**src/rtl/axi_burst_master.sv**
```systemverilog
// AXI4 burst traffic generator and checker: writes INCR bursts of a counting pattern,
// reads the same region back and counts bad read beats and bad responses.
module axi_burst_master #(
    parameter int unsigned ADDR_WIDTH = 10,
    parameter int unsigned DATA_WIDTH = 32,
    parameter int unsigned STRB_WIDTH = DATA_WIDTH / 8,
    parameter int unsigned ID_WIDTH   = 1
) (
    input  logic                  ACLK,
    input  logic                  ARESETn,
    input  logic                  i_start,
    input  logic [ADDR_WIDTH-1:0] i_base_addr,
    input  logic [7:0]            i_len,
    input  logic [7:0]            i_nburst,
    input  logic [DATA_WIDTH-1:0] i_seed,
    output logic                  o_busy,
    output logic                  o_done,
    output logic [15:0]           o_err_cnt,
    output logic [ID_WIDTH-1:0]   M_AWID,
    output logic [ADDR_WIDTH-1:0] M_AWADDR,
    output logic [7:0]            M_AWLEN,
    output logic [2:0]            M_AWSIZE,
    output logic [1:0]            M_AWBURST,
    output logic                  M_AWLOCK,
    output logic [3:0]            M_AWCACHE,
    output logic [2:0]            M_AWPROT,
    output logic [3:0]            M_AWQOS,
    output logic                  M_AWVALID,
    input  logic                  M_AWREADY,
    output logic [DATA_WIDTH-1:0] M_WDATA,
    output logic [STRB_WIDTH-1:0] M_WSTRB,
    output logic                  M_WLAST,
    output logic                  M_WVALID,
    input  logic                  M_WREADY,
    input  logic [ID_WIDTH-1:0]   M_BID,
    input  logic [1:0]            M_BRESP,
    input  logic                  M_BVALID,
    output logic                  M_BREADY,
    output logic [ID_WIDTH-1:0]   M_ARID,
    output logic [ADDR_WIDTH-1:0] M_ARADDR,
    output logic [7:0]            M_ARLEN,
    output logic [2:0]            M_ARSIZE,
    output logic [1:0]            M_ARBURST,
    output logic                  M_ARLOCK,
    output logic [3:0]            M_ARCACHE,
    output logic [2:0]            M_ARPROT,
    output logic [3:0]            M_ARQOS,
    output logic                  M_ARVALID,
    input  logic                  M_ARREADY,
    input  logic [ID_WIDTH-1:0]   M_RID,
    input  logic [DATA_WIDTH-1:0] M_RDATA,
    input  logic [1:0]            M_RRESP,
    input  logic                  M_RLAST,
    input  logic                  M_RVALID,
    output logic                  M_RREADY
);

    localparam int unsigned LSB = $clog2(STRB_WIDTH);

    typedef enum logic [2:0] {StIdle, StAw, StW, StB, StAr, StR, StDone} state_e;

    state_e                st;
    logic [7:0]            len_q, nburst_q, b_q, k_q;
    logic [DATA_WIDTH-1:0] seed_q, pat_q;
    logic [ADDR_WIDTH-1:0] base_q, addr_q;

    logic [ADDR_WIDTH-1:0] base_in, step, addr_nxt;
    logic [8:0]            b_nxt;
    logic                  more, b_bad, r_bad, err_inc;

    assign M_AWLEN   = len_q;
    assign M_ARLEN   = len_q;
    assign M_AWSIZE  = 3'(LSB);
    assign M_ARSIZE  = 3'(LSB);
    assign M_AWBURST = 2'b01;
    assign M_ARBURST = 2'b01;
    assign M_AWLOCK  = 1'b0;
    assign M_ARLOCK  = 1'b0;
    assign M_AWCACHE = 4'd0;
    assign M_ARCACHE = 4'd0;
    assign M_AWPROT  = 3'd0;
    assign M_ARPROT  = 3'd0;
    assign M_AWQOS   = 4'd0;
    assign M_ARQOS   = 4'd0;
    assign M_WSTRB   = '1;

    assign base_in  = i_base_addr & ~ADDR_WIDTH'(STRB_WIDTH - 1);
    // Bursts are contiguous; the address simply wraps at 2^ADDR_WIDTH.
    assign step     = ADDR_WIDTH'((32'(len_q) + 32'd1) * STRB_WIDTH);
    assign addr_nxt = addr_q + step;
    assign b_nxt    = {1'b0, b_q} + 9'd1;
    assign more     = b_nxt < {1'b0, nburst_q};

    // pat_q tracks the expected data of the current read beat.
    assign b_bad   = (M_BRESP != 2'b00) || (M_BID != M_AWID);
    assign r_bad   = (M_RDATA != pat_q) || (M_RRESP != 2'b00) || (M_RID != M_ARID) ||
                     (M_RLAST != (k_q == len_q));
    assign err_inc = (st == StB && M_BVALID && M_BREADY && b_bad) ||
                     (st == StR && M_RVALID && M_RREADY && r_bad);

    always_ff @(posedge ACLK or negedge ARESETn) begin
        if (!ARESETn) begin
            st        <= StIdle;
            len_q     <= '0;
            nburst_q  <= '0;
            b_q       <= '0;
            k_q       <= '0;
            seed_q    <= '0;
            pat_q     <= '0;
            base_q    <= '0;
            addr_q    <= '0;
            o_busy    <= 1'b0;
            o_done    <= 1'b0;
            o_err_cnt <= '0;
            M_AWID    <= '0;
            M_AWADDR  <= '0;
            M_AWVALID <= 1'b0;
            M_WDATA   <= '0;
            M_WLAST   <= 1'b0;
            M_WVALID  <= 1'b0;
            M_BREADY  <= 1'b0;
            M_ARID    <= '0;
            M_ARADDR  <= '0;
            M_ARVALID <= 1'b0;
            M_RREADY  <= 1'b0;
        end else begin
            o_done <= 1'b0;
            if (err_inc && o_err_cnt != 16'hFFFF) o_err_cnt <= o_err_cnt + 16'd1;
            case (st)
                StIdle: if (i_start) begin
                    o_busy    <= 1'b1;
                    o_err_cnt <= '0;
                    len_q     <= i_len;
                    nburst_q  <= i_nburst;
                    seed_q    <= i_seed;
                    pat_q     <= i_seed;
                    base_q    <= base_in;
                    addr_q    <= base_in;
                    b_q       <= '0;
                    if (i_nburst == 8'd0) begin
                        st <= StDone;
                    end else begin
                        st        <= StAw;
                        M_AWVALID <= 1'b1;
                        M_AWADDR  <= base_in;
                        M_AWID    <= '0;
                    end
                end
                StAw: if (M_AWVALID && M_AWREADY) begin
                    M_AWVALID <= 1'b0;
                    M_WVALID  <= 1'b1;
                    M_WDATA   <= pat_q;
                    M_WLAST   <= (len_q == 8'd0);
                    pat_q     <= pat_q + DATA_WIDTH'(1);
                    k_q       <= '0;
                    st        <= StW;
                end
                StW: if (M_WVALID && M_WREADY) begin
                    if (M_WLAST) begin
                        M_WVALID <= 1'b0;
                        M_BREADY <= 1'b1;
                        st       <= StB;
                    end else begin
                        M_WDATA <= pat_q;
                        M_WLAST <= (k_q + 8'd1 == len_q);
                        pat_q   <= pat_q + DATA_WIDTH'(1);
                        k_q     <= k_q + 8'd1;
                    end
                end
                StB: if (M_BVALID && M_BREADY) begin
                    M_BREADY <= 1'b0;
                    if (more) begin
                        b_q       <= b_nxt[7:0];
                        addr_q    <= addr_nxt;
                        M_AWADDR  <= addr_nxt;
                        M_AWID    <= ID_WIDTH'(b_nxt);
                        M_AWVALID <= 1'b1;
                        st        <= StAw;
                    end else begin
                        b_q       <= '0;
                        addr_q    <= base_q;
                        pat_q     <= seed_q;
                        M_ARADDR  <= base_q;
                        M_ARID    <= '0;
                        M_ARVALID <= 1'b1;
                        st        <= StAr;
                    end
                end
                StAr: if (M_ARVALID && M_ARREADY) begin
                    M_ARVALID <= 1'b0;
                    M_RREADY  <= 1'b1;
                    k_q       <= '0;
                    st        <= StR;
                end
                // Beat count, not RLAST, terminates the burst.
                StR: if (M_RVALID && M_RREADY) begin
                    pat_q <= pat_q + DATA_WIDTH'(1);
                    if (k_q == len_q) begin
                        M_RREADY <= 1'b0;
                        if (more) begin
                            b_q       <= b_nxt[7:0];
                            addr_q    <= addr_nxt;
                            M_ARADDR  <= addr_nxt;
                            M_ARID    <= ID_WIDTH'(b_nxt);
                            M_ARVALID <= 1'b1;
                            st        <= StAr;
                        end else begin
                            st <= StDone;
                        end
                    end else begin
                        k_q <= k_q + 8'd1;
                    end
                end
                StDone: begin
                    o_done <= 1'b1;
                    o_busy <= 1'b0;
                    st     <= StIdle;
                end
                default: st <= StIdle;
            endcase
        end
    end

endmodule

```
**config.mk**
```make
export PLATFORM = sky130hd
export DESIGN_NAME = axi_burst_master
export DESIGN_NICKNAME = d
export VERILOG_FILES = /design/src/rtl/axi_burst_master.sv
export SDC_FILE = /design/constraint.sdc
export NUM_CORES = 1
export LEC_CHECK = 0
export ABC_AREA = 1
export CORE_MARGIN = 2
export CORE_UTILIZATION = 34
export DETAILED_ROUTE_END_ITERATION = 12
export PLACE_DENSITY = 0.69
export SETUP_SLACK_MARGIN = 0.15
export SYNTH_ARGS = -nofsm -noshare
export SYNTH_HDL_FRONTEND = slang
export SYNTH_SLANG_ARGS = --single-unit
```
**constraint.sdc**
```tcl
create_clock -name ACLK -period 4.8 [get_ports ACLK]
set_input_delay 0.72 -clock ACLK [delete_from_list [all_inputs] [get_ports ACLK]]
set_output_delay 0.72 -clock ACLK [all_outputs]
set_load 0.03 [all_outputs]
```
# Word-level counts from Yosys, hierarchy flattened
# Cells that the tools add are included.
# totals
output_inout_bits	132
in_bits	105
register_bits	195
# op_classes
eq_ne	27
addsub	6
order_cmp	1
reduce_logical	48
muxes	96
# ops
op	count
$mux W32	10
$pmux W32 S5	1
$mux W10	11
$mux W8	12
$pmux W32 S2	1
$mux W16	3
$pmux W10 S2	2
$add A32 B1 Y32 const B	1
$mux W1	32
$ne A32 B32 Y1	1
$pmux W8 S4	1
$mux W3	10
$pmux W10 S3	1
$pmux W8 S3	1
$ne A2 B2 Y1 const B	11
$pmux W3 S6	1
$reduce_and A6 Y1	3
$add A16 B1 Y16 const B	1
$add A8 B1 Y8 const B	2
$eq A8 B8 Y1	2
$logic_not A8 Y1	2
$ne A16 B16 Y1 const B	1
$reduce_and A4 Y1	4
$reduce_and A8 Y1	2
22 further kinds	62

# Longest topological paths before layout
# Gate-level depths: netlist of run 1.
# depth
ltp_word	10
mapped_depth	18
ltp_nobuf	16

# Worst setup path after synthesis of run 1
# Ideal clock, no wire load.
# synth_timing
kind	reg-to-reg
startpoint	register b_q[0]
endpoint	register M_ARVALID
stages_incl_launch_ff	18
path_buffers	2
period_less_slack_ns	2.539
arrival_ns	2.417
setup_time_ns	0.122
setup_slack_ns	2.261
cell_sequence	dfrtp_1 -> ha_1 -> nand3_2 -> nor2_2 -> nand2_1 -> xor2_1 -> inv_1 -> ha_1 -> a21oi_1 -> o211ai_1 -> a21oi_4 -> nand2_2 -> buf_6 -> a21boi_2 -> buf_4 -> nand3_1 -> nand2_1 -> nand2_1
# synth_via
elab_chain_cells	4
# synth_lines
element	line_no	rtl
start: declaration	63	logic [7:0] len_q, nburst_q, b_q, k_q;
start signal: assignment	173	b_q <= b_nxt[7:0];
start signal: assignment	201	b_q <= b_nxt[7:0];
$add A8 B1 Y9 *	91	assign b_nxt = {1'b0, b_q} + 9'd1;
$lt A9 B8 Y1 *	92	assign more = b_nxt < {1'b0, nburst_q};
$ne A2 B2 Y1 (no line)	--	
$reduce_and A7 Y1 (no line) *	--	
end signal: assignment	124	M_ARVALID <= 1'b0;
end signal: assignment	185	M_ARVALID <= 1'b1;
end signal: assignment	190	M_ARVALID <= 1'b0;
end: declaration	48	output logic M_ARVALID,
# Mark *: on every way between the ends. The rest lies on a longest branch, timed or not.
# A chain may end at the register's enable or synchronous reset.

# Worst setup path in the final report of run 1
# layout_timing
startpoint	register b_q[0]
endpoint	register pat_q[7]
# layout_via
elab_chain_cells	4
# layout_lines
element	line_no	rtl
$add A8 B1 Y9	91	
$lt A9 B8 Y1	92	
$ne A2 B2 Y1 (no line)	--	
$reduce_and A8 Y1 (no line)	--	
end signal: assignment	136	pat_q <= i_seed;
end signal: assignment	154	pat_q <= pat_q + DATA_WIDTH'(1);
end signal: assignment	166	pat_q <= pat_q + DATA_WIDTH'(1);
end: declaration	64	logic [DATA_WIDTH-1:0] seed_q, pat_q;
# Every way passes these cells.

==> results of run 1 <==
layout by cell type (no fill, tap or decap), types with 3 or more instances in the layout:
master,count
sky130_fd_sc_hd__clkdlybuf4s50_1,191
sky130_fd_sc_hd__a21oi_1,44
sky130_fd_sc_hd__nand2_2,8
sky130_fd_sc_hd__nor2_2,6
sky130_fd_sc_hd__inv_1,168
sky130_fd_sc_hd__clkbuf_8,4
sky130_fd_sc_hd__a2bb2oi_1,4
sky130_fd_sc_hd__conb_1,42
sky130_fd_sc_hd__ha_1,20
sky130_fd_sc_hd__nand3_2,5
sky130_fd_sc_hd__o21ai_2,3
sky130_fd_sc_hd__inv_6,3
sky130_fd_sc_hd__nor3_1,21
sky130_fd_sc_hd__nand4_1,38
sky130_fd_sc_hd__inv_2,6
sky130_fd_sc_hd__o211ai_1,12
sky130_fd_sc_hd__nor4_1,9
sky130_fd_sc_hd__nand3_1,92
sky130_fd_sc_hd__o21ai_0,155
sky130_fd_sc_hd__o22ai_1,6
sky130_fd_sc_hd__buf_4,7
sky130_fd_sc_hd__dfrtp_1,189
sky130_fd_sc_hd__or2_2,10
sky130_fd_sc_hd__nand3b_1,5
sky130_fd_sc_hd__nand2_1,497
sky130_fd_sc_hd__nor2_1,87
sky130_fd_sc_hd__clkbuf_16,17
sky130_fd_sc_hd__xnor2_1,19
sky130_fd_sc_hd__clkinvlp_4,3
sky130_fd_sc_hd__o21ai_1,19
sky130_fd_sc_hd__xor2_1,27
worst max-delay path, cell delays in order, from the launching register on:
cell	delay (ns)
sky130_fd_sc_hd__dfrtp_1	0.44
sky130_fd_sc_hd__nand3_1	0.14
sky130_fd_sc_hd__nand3b_1	0.23
sky130_fd_sc_hd__nor3_1	0.22
sky130_fd_sc_hd__xnor2_1	0.16
sky130_fd_sc_hd__inv_1	0.08
sky130_fd_sc_hd__ha_1	0.29
sky130_fd_sc_hd__nand2_1	0.06
sky130_fd_sc_hd__nor2_2	0.15
sky130_fd_sc_hd__nand3_1	0.24
sky130_fd_sc_hd__nand3_2	0.24
sky130_fd_sc_hd__nand2_1	0.09
sky130_fd_sc_hd__buf_4	0.22
sky130_fd_sc_hd__inv_2	0.52
sky130_fd_sc_hd__o21ai_0	0.19
registers in the layout, summed over array words and instances, names as in the netlist, 3 cells and up:
| name | count |
|---|---|
| b_q | 8 |
| base_q | 8 |
| nburst_q | 8 |
| pat_q | 32 |
| M_AWADDR | 8 |
| k_q | 8 |
| st | 3 |
| seed_q | 32 |
| M_ARLEN | 8 |
| M_ARADDR | 8 |
| M_WDATA | 32 |
| addr_q | 8 |
| o_err_cnt | 16 |
cells by family (layout without fill, tap and decap cells):
family,after synthesis,after routing,synth area share [%]
adder cells (fa/ha/maj),21,21,2.35
XOR/XNOR,46,46,3.50
AO/OA/AOI/OAI,259,259,12.3
other,2,44,0.0653
buffers and inverters,279,405,11.2
flip-flops,189,189,41.1
AND/OR/NAND/NOR,789,789,29.4
worst paths after layout:
kind | startpoint | to | slack, ns | cells past startpoint
hold reg to reg | M_ARADDR[2] | M_ARADDR[2] | 0.48 | 2
setup reg to reg | b_q[0] | pat_q[7] | 1.36 | 14
setup / recovery | b_q[0] | pat_q[7] | 1.36 | 14
min in group ACLK | M_ARADDR[2] | M_ARADDR[2] | 0.48 | 2
max in group asynchronous | ARESETn | pat_q[9] | 3.28 | 2
hold / removal | ARESETn | nburst_q[6] | 0.40 | 1
synthesized netlist by cell type (all sizes together):
| library cell | count |
|---|---|
| nand2 | 506 |
| dfrtp | 189 |
| o21ai | 177 |
| inv | 174 |
| nand3 | 97 |
| nor2 | 94 |
| buf | 77 |
| a21oi | 45 |
| nand4 | 39 |
| clkbuf | 28 |
| xor2 | 27 |
| nor3 | 23 |
| ha | 20 |
| xnor2 | 19 |
| o211ai | 12 |
| or2 | 10 |
| nor4 | 9 |
| o22ai | 6 |
| nand3b | 5 |
| a2bb2oi | 4 |
| a22oi | 2 |
| a31oi | 2 |
| and2 | 2 |
| conb | 2 |
| nor3b | 2 |
| o21bai | 2 |
| o221ai | 2 |
| o31ai | 2 |
| a211oi | 1 |
| a21boi | 1 |
| a221oi | 1 |
| and3 | 1 |
| fa | 1 |
| o21a | 1 |
| o311ai | 1 |
| or4 | 1 |
power groups by stage:
| stage | registers [mW] | logic, mW | clock network (mW) |
|---|---|---|---|
| 5_1_grt | 1.64 | 0.424 | 1.52 |
| 6_report | 1.64 | 0.383 | 1.43 |
| 3_3_place_gp | 1.67 | 0.380 | 0 |
| 4_1_cts | 1.64 | 0.386 | 1.45 |
| 2_1_floorplan | 1.68 | 0.219 | 0 |
| 3_5_place_dp | 1.67 | 0.383 | 0 |
through the flow:
| stage | setup WS, ns | std cells |
|---|---|---|
| 6_report | 1.36 | 2201 |
| 5_1_grt | 1.06 | 2201 |
| 4_1_cts | 1.40 | 2199 |
| 3_5_place_dp | 1.43 | 2167 |
| 3_3_place_gp | 1.50 | 2167 |
| 2_1_floorplan | 2.26 | 1625 |
layer usage:
metal / GRT usage [%] / wire length [um]
met3: 3.48 / 2350
met1: 26.7 / 15300
met4: 6.75 / 931
met2: 33.3 / 16600
met5: 0 / 0
cell type report:
class                           count  area [sq um]
Antenna cell                        2          5.00
Clock buffer                       21           470
Clock inverter                     11           106
Fill cell                        3364         19300
Inverter                          174           653
Multi-Input combinational cell   1157          5650
Sequential cell                   189          4730
Tap cell                          448           561
Timing Repair Buffer              199          1980
==> results.sh, run 1 <==
export IMPL_run_status="finished clean"
export IMPL_hp_class="primary input to async pin"
export IMPL_placed_area_sq_mm=0.0136
export IMPL_post_synthesis_instance_total=1585
export IMPL_max_slew_margin_rel_pct=20.8
export IMPL_rsz_0062_raised_after_global_routing="false"
export IMPL_antenna_found_initial=2
export IMPL_grt_max_degree=120
export IMPL_finClkSkew_ns=0.0107
export IMPL_syn_avg_cell_area_sq_um=7.26
export IMPL_worst_setup_path_end_kind="flop"
export IMPL_drt_total_wl_mm=35.1
export IMPL_yosys_top_cells_area="sky130_fd_sc_hd__dfrtp_1, sky130_fd_sc_hd__nand2_1, sky130_fd_sc_hd__o21ai_0"
export IMPL_grt_pass1_wl_mm=56.0
export IMPL_synthDominantCellAreaShare_pct=41.1
export IMPL_finalWorstPathRequiredPeriod_ns=3.44
export IMPL_fin_worst_hold_slack_ns=0.399
export IMPL_place_port_buffers=192
export IMPL_floorplan_core_area_sq_mm=0.0334
export IMPL_powerDensity_mw_per_mm2=244
export IMPL_vdd_ir_drop_worst_uv=241
export IMPL_ys_seq_area_share_pct=41.1
export IMPL_vias=11000
export IMPL_cts_tree="done"
export IMPL_clkSinkCount=189
export IMPL_startpoint_type="flop"
export IMPL_timing_max_transition_violations_final=0
export IMPL_internal_power_mw=2.54
export IMPL_holdBufCountCts=0
export IMPL_detail_route_first_pass_iterations=5
export IMPL_finalWeightedCongestion=0.907
export IMPL_min_period_over_period_pct=71.7
export IMPL_die_height_um=188
export IMPL_final_util_pct=42.3
export IMPL_final_nets=1864
export IMPL_ys_warnings_count=0
export IMPL_sum_of_internal_switching_and_leakage_power_mw=3.45
export IMPL_fp_dieW_um=188
export IMPL_power_clock_fraction_pct=41.4
export IMPL_area_delta_synth_final_pct=23.1
export IMPL_gr_usage_all_layers_pct=20.2
export IMPL_cell_area_after_technology_mapping_sq_mm=0.0115
export IMPL_grt_ovfl_total=0
export IMPL_clock_latency_ns=0.45
export IMPL_floorplan_initialDensity_pct=34.4
export IMPL_sw_ratio_pct=26.5
export IMPL_p_comb_share_pct=11.1
export IMPL_htree_levels=4
export IMPL_synth_ff_latch_count=189
export IMPL_worst_path_max_fanout=44
export IMPL_mean_number_of_vias_per_cell=4.98
export IMPL_post_drt_wl_per_cell_um=16.0
export IMPL_boundaryPins=237
export IMPL_fp_row_count=67
export IMPL_fp_dieArea_sq_mm=0.0353
export IMPL_power_leakage_nw=6.72
export IMPL_route_detailed_drc=0
export IMPL_cts_buffers_inserted=17
export IMPL_cts_root_buffer_cell="sky130_fd_sc_hd__clkbuf_16"
export IMPL_timing_setup_critical_path_class="flop to flop"
export IMPL_count_of_final_setup_violators=0
export IMPL_layout_cell_area_non_filler_sq_mm=0.0142
export IMPL_timing_worst_slew_pin_value_ns=1.19
export IMPL_net_switching_power_mw=0.917
export IMPL_hold_violations=0
export IMPL_cp_required_ns=5.10
export IMPL_synth_largest_area_cell="sky130_fd_sc_hd__dfrtp_1"
export IMPL_synth_lib_cells_used_distinct=50
export IMPL_setup_tns_final_ns=0
export IMPL_worstPathArrival_ns=3.74
export IMPL_fmax_ghz=0.291
export IMPL_clock_path_buffers=2
export IMPL_post_route_cells_drive_above_1_share_pct=4.85
export IMPL_maxCapViolations=0
export IMPL_via_count_of_the_first_global_routing_pass=10300
export IMPL_drt_first_iter_violations=974
export IMPL_ant_nets=0
export IMPL_cts_setup_buffers=0
export IMPL_cts_repair_resized=0
export IMPL_seq_power_share_pct=47.5
export IMPL_final_hpwl_from_detailed_placement_mm=26.1
export IMPL_cts_clk_slew_worst_paths_ns=0.08
Note: power is estimated with default switching activity, not from simulation.
==> run 2, diff against run 1 <==
--- a/config.mk
+++ b/config.mk
@@ -9,7 +9,7 @@
 export CORE_MARGIN = 2
 export CORE_UTILIZATION = 34
 export DETAILED_ROUTE_END_ITERATION = 12
-export PLACE_DENSITY = 0.69
+export PLACE_DENSITY = 0.71
 export SETUP_SLACK_MARGIN = 0.15
 export SYNTH_ARGS = -nofsm -noshare
 export SYNTH_HDL_FRONTEND = slang
==> constraint.sdc (replaced) <==
create_clock -name ACLK -period 3.15 [get_ports ACLK]
set_input_delay 0.4725 -clock ACLK [delete_from_list [all_inputs] [get_ports ACLK]]
set_output_delay 0.4725 -clock ACLK [all_outputs]
set_load 0.03 [all_outputs]
==> run 2 against run 1 <==
Against the previous run:
- fmax increased by 20%
- setup slack got worse by 1.1 ns
- critical path depth increased by 2
- sequential power increased by 52%
- clock skew increased by 0.0016 ns
- sequential share of layout area decreased by 0.53 points
- die area unchanged
- utilization increased by 0.68 points
- global-route usage decreased by 0.23 points
- via count about the same
- flip-flop and latch count unchanged
- highest routed layer unchanged
==> results.sh, run 2 (synthesized netlist as in run 1, its figures left out) <==
export IMPL_ant_nets=0
export IMPL_fin_worst_hold_slack_ns=0.0719
export IMPL_setup_tns_final_ns=0
export IMPL_final_fill_count=3349
export IMPL_powerDensity_mw_per_mm2=369
export IMPL_gr_usage_all_layers_pct=19.9
export IMPL_fp_dieW_um=188
export IMPL_worst_path_max_fanout=9
export IMPL_fp_dieArea_sq_mm=0.0353
export IMPL_finalWeightedCongestion=0.954
export IMPL_maxCapViolations=0
export IMPL_hold_violations=0
export IMPL_top_regs="M_WDATA x32, pat_q x32, seed_q x32"
export IMPL_min_period_over_period_pct=90.8
export IMPL_finalWorstPathRequiredPeriod_ns=2.86
export IMPL_timing_max_transition_violations_final=0
export IMPL_seq_power_share_pct=47.1
export IMPL_floorplan_initialDensity_pct=34.4
export IMPL_floorplan_core_area_sq_mm=0.0334
export IMPL_clkSinkCount=189
export IMPL_placed_area_sq_mm=0.0137
export IMPL_max_slew_margin_rel_pct=50.9
export IMPL_fp_row_count=67
export IMPL_drt_first_iter_violations=742
export IMPL_grt_ovfl_total=0
export IMPL_detail_route_first_pass_iterations=7
export IMPL_htree_levels=4
export IMPL_via_count_of_the_first_global_routing_pass=10400
export IMPL_mean_number_of_vias_per_cell=4.94
export IMPL_drt_total_wl_mm=35.5
export IMPL_final_util_pct=43.0
export IMPL_power_leakage_nw=6.82
export IMPL_numPlacedInstances=2181
export IMPL_leading_cell_type_in_the_layout_fill_and_taps_excluded="sky130_fd_sc_hd__nand2_1"
export IMPL_startpoint_type="flop"
export IMPL_cts_buffers_inserted=17
export IMPL_place_ws_ns=0.223
export IMPL_sw_ratio_pct=27.3
export IMPL_rsz_0062_raised_after_global_routing="true"
export IMPL_layout_cells_most_common_list="sky130_fd_sc_hd__nand2_1, sky130_fd_sc_hd__clkdlybuf4s50_1, sky130_fd_sc_hd__dfrtp_1, sky130_fd_sc_hd__inv_1, sky130_fd_sc_hd__o21ai_0"
export IMPL_vias=10900
export IMPL_final_nets=1881
export IMPL_timing_setup_critical_path_class="flop to flop"
export IMPL_cp_required_ns=3.48
export IMPL_finClkSkew_ns=0.0123
export IMPL_p_comb_share_pct=11.3
export IMPL_count_of_final_setup_violators=0
export IMPL_run_status="finished clean"
export IMPL_layout_cell_area_non_filler_sq_mm=0.0144
export IMPL_final_hpwl_from_detailed_placement_mm=26.5
export IMPL_vdd_ir_drop_worst_uv=356
export IMPL_cts_root_buffer_cell="sky130_fd_sc_hd__clkbuf_16"
export IMPL_boundaryPins=237
export IMPL_post_route_cells_drive_above_1_share_pct=5.94
export IMPL_internal_power_mw=3.86
export IMPL_finalWorstSetupSlack_ns=0.289
export IMPL_stdcell_count=2216
export IMPL_antenna_found_initial=0
export IMPL_grt_max_degree=86
export IMPL_cts_clk_slew_worst_paths_ns=0.08
export IMPL_grt_pass1_wl_mm=55.7
export IMPL_timing_worst_slew_pin_value_ns=0.730
export IMPL_clock_latency_ns=0.44
export IMPL_clock_path_buffers=2
export IMPL_cts_tree="done"
export IMPL_fmax_ghz=0.349
export IMPL_hp_class="primary input to async pin"
export IMPL_die_height_um=188
export IMPL_holdBufCountCts=0
export IMPL_area_delta_synth_final_pct=25.0
export IMPL_sum_of_internal_switching_and_leakage_power_mw=5.31
export IMPL_place_port_buffers=192
export IMPL_regToRegSetupSlack_ns=0.29
export IMPL_net_switching_power_mw=1.45
export IMPL_insertedDiodeCount=0
export IMPL_power_clock_fraction_pct=41.6
export IMPL_route_detailed_drc=0
export IMPL_worstPathArrival_ns=3.19
export IMPL_post_drt_wl_per_cell_um=16.0
export IMPL_worst_setup_path_end_kind="flop"
run 2: cell count changes in the layout (fill, tap and decap cells not counted), sizes merged:
cell	change
clkbuf	-3
nand4	+1
inv	+6
diode	-2
buf	+16
clkinv	-3
run 2: what timing repair did:
action / in CTS / in global routing
gates resized for setup: 0 / 10
endpoints found under the setup margin: 0 / 68
buffers inserted: 0 / 2
run 2: layout make-up:
| cell class | count | area [sq um] | share of cell area, % |
|---|---|---|---|
| Multi-Input combinational cell | 1158 | 5700 | 39.6 |
| Sequential cell | 189 | 4730 | 32.9 |
| Timing Repair Buffer | 215 | 2150 | 15.0 |
| Inverter | 174 | 653 | 4.54 |
| Tap cell | 448 | 561 | 3.90 |
| Clock buffer | 18 | 439 | 3.05 |
| Clock inverter | 14 | 148 | 1.03 |
run 2: final timing paths:
kind	startpoint	endpoint	depth (start not counted)
worst max-delay path	b_q[0]	M_ARADDR[3]	16
worst min-delay path	ARESETn	M_WDATA[23]	1
worst max register to register	b_q[0]	M_ARADDR[3]	16
worst min register to register	M_ARADDR[3]	M_ARADDR[3]	2
max in group asynchronous	ARESETn	base_q[9]	2
min in group ACLK	M_ARADDR[3]	M_ARADDR[3]	2
run 2: power by group through the flow:
stage               Sequential, mW  Clock (mW)  Combinational, mW
floorplan                     2.56           0              0.333
global placement              2.55           0              0.590
detailed placement            2.55           0              0.596
CTS                           2.50        2.26              0.600
global route                  2.51        2.35              0.662
finish                        2.50        2.21              0.602
run 2: critical path: stages, from the launching register on:
cell and delay, ns:
sky130_fd_sc_hd__dfrtp_1 0.40, sky130_fd_sc_hd__ha_1 0.22, sky130_fd_sc_hd__nand3_2 0.12, sky130_fd_sc_hd__nor2_2 0.11, sky130_fd_sc_hd__nand2_1 0.07, sky130_fd_sc_hd__xor2_1 0.13
sky130_fd_sc_hd__inv_1 0.08, sky130_fd_sc_hd__ha_1 0.29, sky130_fd_sc_hd__a21oi_1 0.16, sky130_fd_sc_hd__o211ai_1 0.15, sky130_fd_sc_hd__a21oi_4 0.26, sky130_fd_sc_hd__nand2_2 0.17
sky130_fd_sc_hd__nand2_4 0.16, sky130_fd_sc_hd__nand2_2 0.09, sky130_fd_sc_hd__buf_4 0.18, sky130_fd_sc_hd__nand4_1 0.11, sky130_fd_sc_hd__nand2_1 0.06
run 2: routing by layer:
layer  vias to the layer above  global-route usage [%]  routed length (um)
met2                       385                    33.0               16500
li1                       5389                       -                   -
met5                         -                       0                   0
met4                         0                    5.88                 715
met3                        44                    3.54                2250
met1                      5129                    26.6               16000
==> run 3, diff against run 2 <==
--- a/config.mk
+++ b/config.mk
@@ -6,11 +6,12 @@
 export NUM_CORES = 1
 export LEC_CHECK = 0
 export ABC_AREA = 1
+export CAP_MARGIN = 5
 export CORE_MARGIN = 2
 export CORE_UTILIZATION = 34
 export DETAILED_ROUTE_END_ITERATION = 12
+export GPL_TIMING_DRIVEN = 1
 export PLACE_DENSITY = 0.71
-export SETUP_SLACK_MARGIN = 0.15
 export SYNTH_ARGS = -nofsm -noshare
 export SYNTH_HDL_FRONTEND = slang
 export SYNTH_SLANG_ARGS = --single-unit
==> run 3 against run 2 <==
Against the previous run:
- via count about the same
- largest cell class unchanged
- utilization shrank 0.19 points
- global-route usage stayed put
- non-clock buffer count down 2
- critical path depth fell by 1
- sequential share of layout area up 0.14 points
==> results.sh, run 3 (synthesized netlist as in run 1, its figures left out) <==
export IMPL_clkSinkCount=189
export IMPL_layout_cell_area_non_filler_sq_mm=0.0143
export IMPL_post_route_cells_drive_above_1_share_pct=5.72
export IMPL_cp_startpoint="b_q[0]"
export IMPL_fp_dieW_um=188
export IMPL_grt_ovfl_total=0
export IMPL_hp_class="primary input to async pin"
export IMPL_cts_tree="done"
export IMPL_cp_required_ns=3.47
export IMPL_cts_repair_resized=0
export IMPL_fmax_ghz=0.342
export IMPL_run_status="finished clean"
export IMPL_place_ws_ns=0.223
export IMPL_finalWorstPathRequiredPeriod_ns=2.92
export IMPL_post_drt_wl_per_cell_um=15.9
export IMPL_timing_critical_path_cells="ha_1, nand3_2, nor2_2, nand2_1, xor2_1, inv_1, ha_1, a21oi_1, o211ai_1, a21oi_4, nand2_2, nand2_2, nand4_4, nand2_1, o21ai_0"
export IMPL_cts_root_buffer_cell="sky130_fd_sc_hd__clkbuf_16"
export IMPL_antenna_found_initial=0
export IMPL_route_detailed_drc=0
export IMPL_rr_endpoint="M_AWADDR[8]"
export IMPL_floorplan_core_area_sq_mm=0.0334
export IMPL_count_of_final_setup_violators=0
export IMPL_area_delta_synth_final_pct=24.5
export IMPL_placed_area_sq_mm=0.0137
export IMPL_via_count_of_the_first_global_routing_pass=10400
export IMPL_cts_setup_buffers=0
export IMPL_stdcell_count=2213
export IMPL_regToRegSetupSlack_ns=0.23
export IMPL_final_nets=1878
export IMPL_vias=11000
export IMPL_cts_clk_slew_worst_paths_ns=0.08
export IMPL_htree_levels=4
export IMPL_holdBufCountCts=0
export IMPL_min_period_over_period_pct=92.7
export IMPL_critical_path_top_delay_family="simple AND/OR/NAND/NOR gates"
export IMPL_rsz_0062_raised_after_global_routing="false"
export IMPL_leading_cell_type_in_the_layout_fill_and_taps_excluded="sky130_fd_sc_hd__nand2_1"
export IMPL_worst_r2r_startpoint="b_q[0]"
export IMPL_finalWeightedCongestion=0.954
export IMPL_maxCapViolations=0
export IMPL_worst_path_max_fanout=19
export IMPL_die_height_um=188
export IMPL_sum_of_internal_switching_and_leakage_power_mw=5.30
export IMPL_clock_path_buffers=2
export IMPL_ant_nets=0
export IMPL_path_buf_inv=1
export IMPL_fin_worst_hold_slack_ns=0.0634
export IMPL_power_leakage_nw=6.81
export IMPL_reg2reg_depth=15
export IMPL_floorplan_initialDensity_pct=34.4
export IMPL_drt_total_wl_mm=35.1
export IMPL_layout_cells_most_common_list="sky130_fd_sc_hd__nand2_1, sky130_fd_sc_hd__clkdlybuf4s50_1, sky130_fd_sc_hd__dfrtp_1, sky130_fd_sc_hd__inv_1, sky130_fd_sc_hd__o21ai_0"
export IMPL_endpoint="M_AWADDR[8]"
export IMPL_finalWorstSetupSlack_ns=0.229
export IMPL_timing_setup_critical_path_class="flop to flop"
export IMPL_fp_row_count=67
export IMPL_drt_first_iter_violations=817
export IMPL_cts_buffers_inserted=17
export IMPL_critical_path_cell_count=15
export IMPL_detail_route_first_pass_iterations=5
export IMPL_finClkSkew_ns=0.0116
export IMPL_fp_dieArea_sq_mm=0.0353
export IMPL_insertedDiodeCount=0
export IMPL_vdd_ir_drop_worst_uv=351
export IMPL_critical_path_slowest_cell="sky130_fd_sc_hd__dfrtp_1"
export IMPL_gr_usage_all_layers_pct=19.9
export IMPL_final_hpwl_from_detailed_placement_mm=26.5
export IMPL_boundaryPins=237
export IMPL_worstPathArrival_ns=3.24
export IMPL_max_slew_margin_rel_pct=48.4
export IMPL_startpoint_type="flop"
export IMPL_setup_tns_final_ns=0
export IMPL_delay_of_the_slowest_cell_on_the_worst_path_ns=0.42
export IMPL_timing_max_transition_violations_final=0
export IMPL_hold_violations=0
export IMPL_final_util_pct=42.8
export IMPL_worst_setup_path_end_kind="flop"
export IMPL_numPlacedInstances=2181
export IMPL_mean_number_of_vias_per_cell=4.95
export IMPL_grt_pass1_wl_mm=55.7
export IMPL_place_port_buffers=192
export IMPL_timing_worst_slew_pin_value_ns=0.767
export IMPL_clock_latency_ns=0.44
export IMPL_top_regs="M_WDATA x32, pat_q x32, seed_q x32"
export IMPL_powerDensity_mw_per_mm2=370
export IMPL_grt_max_degree=86
## run 3: how the worst min path moves through the flow
stage	start	end	slack [ns]	cells past startpoint
6_report	ARESETn	M_WDATA[30]	0.06	1
4_1_cts	ARESETn	pat_q[27]	0.11	1
5_1_grt	ARESETn	M_WDATA[30]	0.12	1
2_1_floorplan	ARESETn	M_ARADDR[2]	0.18	0
3_3_place_gp	seed_q[25]	seed_q[25]	0.45	2
3_5_place_dp	M_ARADDR[3]	M_ARADDR[3]	0.46	2
## run 3: final cells by class
class | instances | area (sq um)
Clock buffer | 18 | 439
Tap cell | 448 | 561
Multi-Input combinational cell | 1157 | 5660
Sequential cell | 189 | 4730
Clock inverter | 14 | 148
Inverter | 174 | 653
Timing Repair Buffer | 213 | 2130
Fill cell | 3359 | 19100
## run 3: per-layer routing
layer	vias up	part of all wire (%)	global-route usage (%)
met4	0	2.1	5.88
met5	-	0	0
li1	5383	-	-
met3	47	6.3	3.54
met1	5144	45	26.6
met2	383	46	33.0
## run 3: where the power goes
part	leakage (nW)	switching, mW	internal [mW]
Clock	0.281	1.05	1.15
Sequential	2.31	0.0314	2.47
Combinational	4.22	0.353	0.245
